## src/rtl/interp_filt_pkg.sv

```systemverilog
// Shared constants and helpers for the interpolation filter datapath.
// Provides default widths, the rounding constant helper and a signed clamp.
package interp_filt_pkg;

   localparam int unsigned DATA_WIDTH_DEF      = 6;
   localparam int unsigned TAP_COEFF_WIDTH_DEF = 6;
   localparam int unsigned NUM_LANES_DEF       = 4;

   // Half an LSB of the result, expressed in product units: 2^(coeff_w-2).
   function automatic int unsigned ROUND_HALF(input int unsigned coeff_w);
      return 32'd1 << (coeff_w - 32'd2);
   endfunction

   // Clamp a signed value into the signed range of a w-bit word.
   function automatic logic signed [31:0] saturate(input logic signed [31:0] x,
                                                   input int unsigned        w);
      logic signed [31:0] hi;
      logic signed [31:0] lo;
      hi = $signed((32'd1 << (w - 32'd1)) - 32'd1);
      lo = -hi - 32'sd1;
      if (x > hi) begin
         return hi;
      end
      if (x < lo) begin
         return lo;
      end
      return x;
   endfunction

endpackage

```

## src/rtl/mult_lane.sv

```systemverilog
// One multiplier lane: S1 registers the full signed product, S2 rounds,
// shifts back to the sample format, narrows and registers the result.
// Build option MULT_SAT_EN: clamp on narrowing and keep a sticky overflow flag.
// Ports:
//   clk, rst_n        clock, async active-low reset
//   s1_en_i, s2_en_i  stage load enables (from top valid/ready control)
//   s1_round_i        round_en captured alongside the S1 product
//   in_data_i         sample, signed Q1.(DATA_WIDTH-1)
//   coeff_i           coefficient, signed Q1.(TAP_COEFF_WIDTH-1)
//   out_data_o        registered result
//   sat_clr_i         (MULT_SAT_EN) synchronous flag clear
//   sat_flag_o        (MULT_SAT_EN) sticky overflow flag
module mult_lane
   import interp_filt_pkg::*;
#(
   parameter int unsigned DATA_WIDTH      = DATA_WIDTH_DEF,
   parameter int unsigned TAP_COEFF_WIDTH = TAP_COEFF_WIDTH_DEF
) (
   input  logic                       clk,
   input  logic                       rst_n,
   input  logic                       s1_en_i,
   input  logic                       s2_en_i,
   input  logic                       s1_round_i,
   input  logic [DATA_WIDTH-1:0]      in_data_i,
   input  logic [TAP_COEFF_WIDTH-1:0] coeff_i,
`ifdef MULT_SAT_EN
   input  logic                       sat_clr_i,
   output logic                       sat_flag_o,
`endif
   output logic [DATA_WIDTH-1:0]      out_data_o
);

   localparam int unsigned PW = DATA_WIDTH + TAP_COEFF_WIDTH;
   localparam int unsigned SH = TAP_COEFF_WIDTH - 1;

   logic signed [PW-1:0]     p_d;
   logic signed [PW-1:0]     p_q;
   logic signed [PW-1:0]     rnd_c;
   logic [DATA_WIDTH-1:0]    out_d;
   logic [DATA_WIDTH-1:0]    out_q;

   // S1: full-precision signed product.
   always_comb begin
      p_d = PW'($signed(in_data_i)) * PW'($signed(coeff_i));
   end

   always_comb begin
      rnd_c = s1_round_i ? PW'(ROUND_HALF(TAP_COEFF_WIDTH)) : '0;
   end

`ifdef MULT_SAT_EN
   logic signed [PW-1:0] q_c;
   logic signed [31:0]   sat_c;
   logic                 clamp_c;
   logic                 sat_flag_d;
   logic                 sat_flag_q;

   // S2: round, arithmetic shift, clamp into the sample range.
   always_comb begin
      q_c     = (p_q + rnd_c) >>> SH;
      sat_c   = saturate(32'(q_c), DATA_WIDTH);
      out_d   = DATA_WIDTH'(sat_c);
      clamp_c = (32'(q_c) != sat_c);
   end

   // Sticky flag: a set in the same cycle as a clear wins.
   always_comb begin
      sat_flag_d = sat_flag_q;
      if (sat_clr_i) begin
         sat_flag_d = 1'b0;
      end
      if (s2_en_i && clamp_c) begin
         sat_flag_d = 1'b1;
      end
   end

   always_ff @(posedge clk or negedge rst_n) begin
      if (!rst_n) begin
         sat_flag_q <= 1'b0;
      end else begin
         sat_flag_q <= sat_flag_d;
      end
   end

   assign sat_flag_o = sat_flag_q;
`else
   // S2: round, arithmetic shift, keep the low bits (wrapping).
   always_comb begin
      out_d = DATA_WIDTH'((p_q + rnd_c) >>> SH);
   end
`endif

   // Stage registers load only when their stage advances with a real beat.
   always_ff @(posedge clk or negedge rst_n) begin
      if (!rst_n) begin
         p_q   <= '0;
         out_q <= '0;
      end else begin
         if (s1_en_i) begin
            p_q <= p_d;
         end
         if (s2_en_i) begin
            out_q <= out_d;
         end
      end
   end

   assign out_data_o = out_q;

endmodule

```

## src/rtl/mult_pipe.sv

```systemverilog
// Pipelined multi-lane signed fractional multiplier with valid/ready on both
// sides. Two register stages (product, rounded result); bubbles collapse.
// Build option MULT_SAT_EN: saturating narrowing plus sat_flag/sat_clr ports.
// Ports:
//   clk, rst_n             clock, async active-low reset
//   in_valid/in_ready      input handshake (in_ready depends on out_ready)
//   in_data, tap_coeff     packed lanes, lane i at [i*W +: W]
//   round_en               1 = round half up, 0 = truncate; taken with the beat
//   out_valid/out_ready    output handshake
//   out_data               packed lane results
//   sat_flag, sat_clr      (MULT_SAT_EN) sticky per-lane overflow, clear
module mult_pipe
   import interp_filt_pkg::*;
#(
   parameter int unsigned DATA_WIDTH      = DATA_WIDTH_DEF,
   parameter int unsigned TAP_COEFF_WIDTH = TAP_COEFF_WIDTH_DEF,
   parameter int unsigned NUM_LANES       = NUM_LANES_DEF
) (
   input  logic                                 clk,
   input  logic                                 rst_n,
   input  logic                                 in_valid,
   output logic                                 in_ready,
   input  logic [NUM_LANES*DATA_WIDTH-1:0]      in_data,
   input  logic [NUM_LANES*TAP_COEFF_WIDTH-1:0] tap_coeff,
   input  logic                                 round_en,
   output logic                                 out_valid,
   input  logic                                 out_ready,
`ifdef MULT_SAT_EN
   output logic [NUM_LANES-1:0]                 sat_flag,
   input  logic                                 sat_clr,
`endif
   output logic [NUM_LANES*DATA_WIDTH-1:0]      out_data
);

   logic s1_valid_d;
   logic s1_valid_q;
   logic s2_valid_d;
   logic s2_valid_q;
   logic round_d;
   logic round_q;
   logic s1_adv_c;
   logic s2_adv_c;
   logic s1_load_c;
   logic s2_load_c;

   // Stall control: each stage moves when it is empty or its successor moves.
   always_comb begin
      s2_adv_c  = !s2_valid_q || out_ready;
      s1_adv_c  = !s1_valid_q || s2_adv_c;
      s1_load_c = s1_adv_c && in_valid;
      s2_load_c = s2_adv_c && s1_valid_q;
   end

   always_comb begin
      s1_valid_d = s1_valid_q;
      s2_valid_d = s2_valid_q;
      round_d    = round_q;
      if (s1_adv_c) begin
         s1_valid_d = in_valid;
      end
      if (s2_adv_c) begin
         s2_valid_d = s1_valid_q;
      end
      if (s1_load_c) begin
         round_d = round_en;
      end
   end

   always_ff @(posedge clk or negedge rst_n) begin
      if (!rst_n) begin
         s1_valid_q <= 1'b0;
         s2_valid_q <= 1'b0;
         round_q    <= 1'b0;
      end else begin
         s1_valid_q <= s1_valid_d;
         s2_valid_q <= s2_valid_d;
         round_q    <= round_d;
      end
   end

   assign in_ready  = s1_adv_c;
   assign out_valid = s2_valid_q;

   // Independent lanes sharing one valid.
   for (genvar g = 0; g < NUM_LANES; g++) begin : g_lane
      mult_lane #(
         .DATA_WIDTH      (DATA_WIDTH),
         .TAP_COEFF_WIDTH (TAP_COEFF_WIDTH)
      ) u_lane (
         .clk        (clk),
         .rst_n      (rst_n),
         .s1_en_i    (s1_load_c),
         .s2_en_i    (s2_load_c),
         .s1_round_i (round_q),
         .in_data_i  (in_data[g*DATA_WIDTH +: DATA_WIDTH]),
         .coeff_i    (tap_coeff[g*TAP_COEFF_WIDTH +: TAP_COEFF_WIDTH]),
`ifdef MULT_SAT_EN
         .sat_clr_i  (sat_clr),
         .sat_flag_o (sat_flag[g]),
`endif
         .out_data_o (out_data[g*DATA_WIDTH +: DATA_WIDTH])
      );
   end

endmodule
```

## config.mk

```make
export PLATFORM = sky130hd
export DESIGN_NAME = mult_pipe
export DESIGN_NICKNAME = d
export VERILOG_FILES = /design/src/rtl/interp_filt_pkg.sv /design/src/rtl/mult_lane.sv /design/src/rtl/mult_pipe.sv
export SDC_FILE = /design/constraint.sdc
export NUM_CORES = 1
export LEC_CHECK = 0
export ABC_AREA = 1
export CAP_MARGIN = 20
export CORE_AREA = 2 2 146 148
export CTS_CLUSTER_SIZE = 20
export DETAILED_ROUTE_END_ITERATION = 12
export DIE_AREA = 0 0 148 150
export HOLD_SLACK_MARGIN = 0.15
export SETUP_SLACK_MARGIN = 0.05
export SLEW_MARGIN = 20
export SYNTH_ARGS = -nofsm -noshare
export SYNTH_HDL_FRONTEND = slang
export SYNTH_SLANG_ARGS = --single-unit
```

## constraint.sdc

```tcl
create_clock -name clk -period 1.2 [get_ports clk]
set_input_delay 0.18 -clock clk [delete_from_list [all_inputs] [get_ports clk]]
set_output_delay 0.18 -clock clk [all_outputs]
set_load 0.01 [all_outputs]
```

==> results.sh, run 1 <==
export IMPL_die_area_mm2=0.0222
export IMPL_clk_pin_slew_ns=0.07
export IMPL_root_buffer="clkbuf_16"
export IMPL_cts_buffers=5
export IMPL_area_growth_pct=58.4
export IMPL_slew_headroom=0.757
export IMPL_yosys_warnings=0
export IMPL_clk_latency_ns=0.29
export IMPL_start_kind="input pin"
export IMPL_synthesis_nets=1133
export IMPL_path_max_fanout=2
export IMPL_drive_above_1_share=0.402
export IMPL_cap_violations=0
export IMPL_dp_hpwl_mm=13.5
export IMPL_finalCritPeriodShare=2.80
export IMPL_via_per_inst=4.49
export IMPL_post_route_min_period_ns=3.36
export IMPL_cts_tree="done"
export IMPL_wl_per_cell_um=12.2
export IMPL_firstDrtPassIters=4
export IMPL_final_cells=1460
export IMPL_violations="setup timing"
export IMPL_synthCells=920
export IMPL_final_setup_worst_slack_ns=-2.16
export IMPL_rsz0062_at_grt="true"
export IMPL_setup_viol=42
export IMPL_synth_cell_type_count=29
export IMPL_fin_skew_ns=0.00517
export IMPL_htree_levels=2
export IMPL_grt_pass1_vias=6615
export IMPL_die_w_um=148
export IMPL_tightest_slew_ns=0.364
export IMPL_final_util=0.547
export IMPL_fin_setup_tns_ns=-53.56
export IMPL_critPathArrivalTime_ns=3.54
export IMPL_num_io_pins=79
export IMPL_p_leak_uw=0.00590
export IMPL_vdd_drop_max_mv=0.740
export IMPL_use_met1=0.215
export IMPL_fmax_ghz=0.298
export IMPL_slew_viol_final=0
export IMPL_status="finished, violations left"
export IMPL_grt_max_degree=56
export IMPL_hold_violations=0
export IMPL_worst_setup_path_end_kind="register"
export IMPL_syn_area_mm2=0.00714
export IMPL_synth_area_leaders="fa_1 27%, dfrtp_1 19%, nand2_1 15%, ha_1 11%, inv_1 11%"
export IMPL_grt_ovfl_total=0
export IMPL_place_inst=1420
export IMPL_avgSynthCellArea_um2=7.77
export IMPL_finalWirelength_mm=17.8
export IMPL_ys_seq_area_frac=0.193
export IMPL_gp_congestion=0.798
export IMPL_whs_ns=0.414
export IMPL_cts_sinks=55
export IMPL_grt_use_total=0.158
export IMPL_pre_cts_slack_ns=-2.91
export IMPL_grt_util_met2=0.277
export IMPL_hold_path_class="in2async"
export IMPL_grt_pass1_wl_mm=29.5
export IMPL_finalNetCount=1398
export IMPL_grt_use_met3=0.0189
export IMPL_worstPathRequired_ns=1.38
export IMPL_final_cell_mix="232 x nand2_1, 175 x inv_1, 123 x buf_4, 89 x fa_1, 72 x buf_6"
export IMPL_initial_utilization=0.345
export IMPL_drt_iter0_markers=208
export IMPL_synth_top_area_cell="fa_1"
export IMPL_core_area_mm2=0.0207
export IMPL_ys_ff_latch=55
export IMPL_dr_total_vias=6549
export IMPL_final_common_cell="nand2_1"
export IMPL_antenna_left=0
export IMPL_grt_busiest_layer="met2"
export IMPL_io_buffers=78
export IMPL_rows=53
export IMPL_n_antenna_cell=0
export IMPL_critPathKind="in2reg"
export IMPL_synth_top_area_share=0.269
export IMPL_antenna_found_initial=0
export IMPL_drc=0
export IMPL_powerDensity_mw_per_mm2=1670
export IMPL_cts_buffer_depth=2
export IMPL_die_y_um=150
-- per-stage QoR --
stage	area [um^2]	total power (uW)
after floorplan	7510	9860
after global placement	9770	14000
after detailed placement	9770	14200
after CTS	10800	17500
after global routing	11300	20700
final	11300	18900
-- metal layers --
metal | share of wire | vias up
met5 | 0 | -
met1 | 0.45 | 3176
li1 | - | 3293
met2 | 0.51 | 67
met4 | 0.011 | 0
met3 | 0.028 | 13
-- registers in the layout (all words and copies together) (netlist names) --
| name | count |
|---|---|
| g_lane.u_lane.p_q | 28 |
| s1_valid_q | 1 |
| g_lane.u_lane.out_data_o | 24 |
| out_valid | 1 |
| round_q | 1 |
-- report_power, final --
group | internal (uW) | switching, uW
Combinational | 7120 | 6640
Sequential | 2720 | 833
Clock | 975 | 623
Total | 10800 | 8100
-- cells in the mapped netlist --
| library cell | instances |
|---|---|
| o21ai_1 | 1 |
| nor4b_1 | 4 |
| or2_1 | 3 |
| a31oi_1 | 3 |
| fa_1 | 96 |
| nor3_1 | 6 |
| nor2_1 | 36 |
| o21ai_0 | 32 |
| buf_2 | 2 |
| nand4_1 | 1 |
| clkbuf_1 | 5 |
| xnor2_1 | 18 |
| o31ai_1 | 1 |
| nand2_1 | 292 |
| o22ai_1 | 8 |
| or2_2 | 7 |
| nor3_2 | 1 |
| nand3_2 | 3 |
| xor2_1 | 11 |
| clkbuf_8 | 1 |
| inv_1 | 210 |
| nand2_2 | 3 |
| a21boi_0 | 3 |
| a21oi_1 | 14 |
| nand3_1 | 36 |
| buf_4 | 2 |
| ha_1 | 64 |
| inv_2 | 2 |
| dfrtp_1 | 55 |
-- path summary, 6_finish.rpt --
path,startpoint,to,slack (ns),cells after the start
min reg2reg,g_lane[1].u_lane.out_data_o[1],g_lane[1].u_lane.out_data_o[1],0.48,2
max reg2reg,round_q,g_lane[1].u_lane.out_data_o[5],-0.21,8
min,rst_n,g_lane[1].u_lane.p_q[6],0.41,3
max,tap_coeff[11],g_lane[1].u_lane.p_q[9],-2.16,17
max in group asynchronous,rst_n,round_q,0.52,3
min in group clk,g_lane[1].u_lane.out_data_o[1],g_lane[1].u_lane.out_data_o[1],0.48,2
-- logic make-up (layout without fill, tap and decap cells) --
group                      count (synthesis)  after routing  share of synthesized area
adders and majority gates                160            160                      0.381
DFF                                       55             55                      0.193
buffers and inverters                    222            487                      0.119
and+or+nand+nor                          392            392                      0.225
AOI/OAI and AO/OA                         62             62                     0.0468
xor gates and xnor gates                  29             29                     0.0356
-- critical path: stages --
cell	delay [ns]
buf_12	0.09
inv_12	0.02
or2_4	0.24
fa_1	0.49
fa_1	0.53
inv_2	0.04
fa_1	0.48
fa_1	0.58
ha_2	0.28
nand3_1	0.07
nand2_1	0.06
nand2_1	0.09
nand2_2	0.06
a21oi_2	0.15
nand2_1	0.07
nand3_1	0.07
nand2_1	0.05
-- area by class of cell --
| type | instances | area (um^2) |
|---|---|---|
| clock buffer | 6 | 129 |
| inverter | 212 | 856 |
| timing repair buffer | 268 | 2390 |
| sequential | 55 | 1380 |
| tap | 275 | 344 |
| fill | 1863 | 9380 |
| multi-input combinational | 643 | 6190 |
| clock inverter | 1 | 30.0 |
-- repair_timing --
action / CTS / global route
hold buffers: 1 / 0
pin swaps: 142 / 140
setup buffers: 28 / 16
gates resized for setup: 381 / 176
hold endpoints to repair: 55 / 0
endpoints found under the setup margin: 74 / 70
cloned: 0 / 2
Note: power is estimated with default switching activity, not from simulation.
==> run 2: changes to the inputs <==
--- a/config.mk
+++ b/config.mk
@@ -7,11 +7,15 @@
 export LEC_CHECK = 0
 export ABC_AREA = 1
 export CAP_MARGIN = 20
+export CELL_PAD_IN_SITES_DETAIL_PLACEMENT = 1
+export CELL_PAD_IN_SITES_GLOBAL_PLACEMENT = 1
 export CORE_AREA = 2 2 146 148
 export CTS_CLUSTER_SIZE = 20
 export DETAILED_ROUTE_END_ITERATION = 12
 export DIE_AREA = 0 0 148 150
 export HOLD_SLACK_MARGIN = 0.15
+export MAX_ROUTING_LAYER = met4
+export PLACE_DENSITY_LB_ADDON = 0.1
 export SETUP_SLACK_MARGIN = 0.05
 export SLEW_MARGIN = 20
 export SYNTH_ARGS = -nofsm -noshare
==> run 2 against run 1 <==
- the run still ends with setup timing left
- hold slack got worse by 0.0044 ns
- sequential share of layout area about the same
- sequential power increased by 2%
- final cell count about the same
- non-clock buffer count unchanged
- global-route usage increased by 3.3 points
- first-iteration DRC count decreased by 36%
- setup slack got worse by 0.0066 ns
- combinational power about the same
- wire length increased by 17%
- die area unchanged
- critical endpoint is now g_lane[0].u_lane.p_q[8]
==> results.sh, run 2 (synthesis results as in run 1) <==
export IMPL_status="finished, violations left"
export IMPL_violations="setup timing"
export IMPL_gp_congestion=0.770
export IMPL_crit_family="adder cells"
export IMPL_crit_chain="buf_12 > inv_12 > or2_4 > fa_1 > fa_1 > inv_1 > fa_1 > fa_2 > inv_2 > fa_2 > o31ai_4 > nand2_1 > nand2_1 > o22ai_1"
export IMPL_internal_power_uw=10500
export IMPL_grt_use_total=0.192
export IMPL_combPwrFrac=0.729
export IMPL_path_max_fanout=3
export IMPL_netSwitchingPower_uw=8400
export IMPL_reg2reg_slack_ns=-0.22
export IMPL_grt_pass1_vias=7308
export IMPL_hold_violations=0
export IMPL_cp_slowest_cell="fa_2"
export IMPL_via_per_inst=4.60
export IMPL_worstReg2RegStart="round_q"
export IMPL_final_cell_mix="230 x nand2_1, 177 x inv_1, 125 x buf_4, 88 x fa_1, 66 x buf_6"
export IMPL_whs_ns=0.410
export IMPL_die_y_um=150
export IMPL_initial_utilization=0.345
export IMPL_io_buffers=78
export IMPL_clkPwrFrac=0.078
export IMPL_rsz0062_at_grt="true"
export IMPL_dp_hpwl_mm=15.4
export IMPL_grt_pass1_wl_mm=34.1
export IMPL_grt_max_degree=56
export IMPL_worst_setup_path_end_kind="register"
export IMPL_crit_top_cell="fa_1"
export IMPL_cts_sinks=55
export IMPL_fmax_ghz=0.297
export IMPL_hold_path_class="in2async"
export IMPL_final_util=0.545
export IMPL_cap_violations=0
export IMPL_finalWirelength_mm=20.8
export IMPL_timing_critical_path_buf_inv=4
export IMPL_cts_buffers=5
export IMPL_tightest_slew_ns=0.364
export IMPL_root_buffer="clkbuf_16"
export IMPL_drt_iter0_markers=134
export IMPL_timing_rr_end="g_lane[2].u_lane.out_data_o[5]"
export IMPL_critPathArrivalTime_ns=3.53
export IMPL_cts_buffer_depth=2
export IMPL_final_setup_worst_slack_ns=-2.16
export IMPL_finalNetCount=1398
export IMPL_area_growth_pct=57.9
export IMPL_largest_reg_flops=28
export IMPL_reg2regPathDepth=8
export IMPL_powerDensity_mw_per_mm2=1670
export IMPL_setup_viol=48
export IMPL_grt_ovfl_total=0
export IMPL_vdd_drop_max_mv=0.691
export IMPL_power_uw=18900
export IMPL_critPathKind="in2reg"
export IMPL_cts_tree="done"
export IMPL_regMostFlops="g_lane.u_lane.p_q"
export IMPL_fill_cells=2453
export IMPL_antenna_left=0
export IMPL_drc=0
export IMPL_dr_total_vias=6720
export IMPL_n_antenna_cell=0
export IMPL_pwr_share_seq=0.193
export IMPL_htree_levels=2
export IMPL_firstDrtPassIters=4
export IMPL_critPathLaunch="tap_coeff[5]"
export IMPL_critPathMaxStageDelay_ns=0.62
export IMPL_drive_above_1_share=0.413
export IMPL_slew_headroom=0.758
export IMPL_core_area_mm2=0.0207
export IMPL_fin_skew_ns=0.00718
export IMPL_antenna_found_initial=0
export IMPL_worstPathRequired_ns=1.36
export IMPL_die_w_um=148
export IMPL_sw_frac_of_total=0.445
export IMPL_slew_viol_final=0
export IMPL_p_leak_uw=0.00589
export IMPL_wl_per_cell_um=14.3
export IMPL_rows=53
export IMPL_num_io_pins=79
export IMPL_finalCritPeriodShare=2.80
export IMPL_final_common_cell="nand2_1"
export IMPL_multiInputGateArea_mm2=0.00621
export IMPL_start_kind="input pin"
export IMPL_clk_latency_ns=0.30
export IMPL_post_route_min_period_ns=3.36
export IMPL_clk_pin_slew_ns=0.07
export IMPL_die_area_mm2=0.0222
export IMPL_seqCellArea_mm2=0.00138
==> run 2: changes by cell type in the layout (fill, tap and decap cells not counted), sizes merged <==
cell / delta
clkbuf: +9
bufinv: -1
dlygate4sd2: -5
clkinv: +1
clkinvlp: +1
clkdlybuf4s15: -3
buf: -1
==> run 2: repair_timing <==
| item | 4_1_cts | 5_1_grt |
|---|---|---|
| setup buffers | 25 | 19 |
| hold endpoints to repair | 55 | 0 |
| hold buffers | 1 | 0 |
| setup endpoints to repair | 74 | 66 |
| pin swaps | 133 | 138 |
| gates resized for setup | 382 | 178 |
| cloned | 0 | 2 |
==> run 2: worst max-delay path by stage <==
stage / end / slack, ns / cells past startpoint
after CTS: g_lane[0].u_lane.p_q[8] / -2.28 / 15
after global placement: g_lane[2].u_lane.p_q[9] / -2.88 / 17
after detailed placement: g_lane[3].u_lane.p_q[9] / -2.95 / 17
final: g_lane[0].u_lane.p_q[8] / -2.16 / 14
after global routing: g_lane[0].u_lane.p_q[8] / -2.28 / 14
after floorplan: g_lane[3].u_lane.p_q[9] / -2.15 / 15
==> run 2: power groups by stage <==
stage	clock [uW]	combinational, uW	sequential (uW)
after floorplan	0	6390	3470
after global placement	0	10600	3420
after detailed placement	0	10900	3430
after CTS	1480	12100	3520
after global routing	1580	15500	3740
final	1470	13800	3630
==> run 2: area by class of cell <==
| class | instances | area share |
|---|---|---|
| Inverter | 212 | 0.0756 |
| Tap cell | 275 | 0.0305 |
| Clock buffer | 6 | 0.0114 |
| Multi-Input combinational cell | 643 | 0.550 |
| Sequential cell | 55 | 0.122 |
| Timing Repair Buffer | 268 | 0.209 |
| Clock inverter | 2 | 0.00111 |
==> run 2: metal layers <==
| metal | wire length [um] | track usage |
|---|---|---|
| met5 | 0 | - |
| met4 | 117 | 0.0171 |
| met3 | 301 | 0.0183 |
| met2 | 10700 | 0.326 |
| met1 | 9680 | 0.260 |
==> run 2: metrics by stage <==
stage | std cells | setup TNS, ns | setup WS (ns) | cell area (um^2)
6_report | 1461 | -54.17 | -2.16 | 11300
5_1_grt | 1461 | -58.64 | -2.28 | 11300
4_1_cts | 1451 | -57.02 | -2.28 | 10700
3_5_place_dp | 1423 | -79.92 | -2.95 | 9780
3_3_place_gp | 1423 | -78.76 | -2.88 | 9780
2_1_floorplan | 920 | -52.02 | -2.15 | 7510
==> run 2: tightest hold or removal path, delay by kind of cell <==
kind                   cells  cell delay [ns]
buffers and inverters      3             0.93
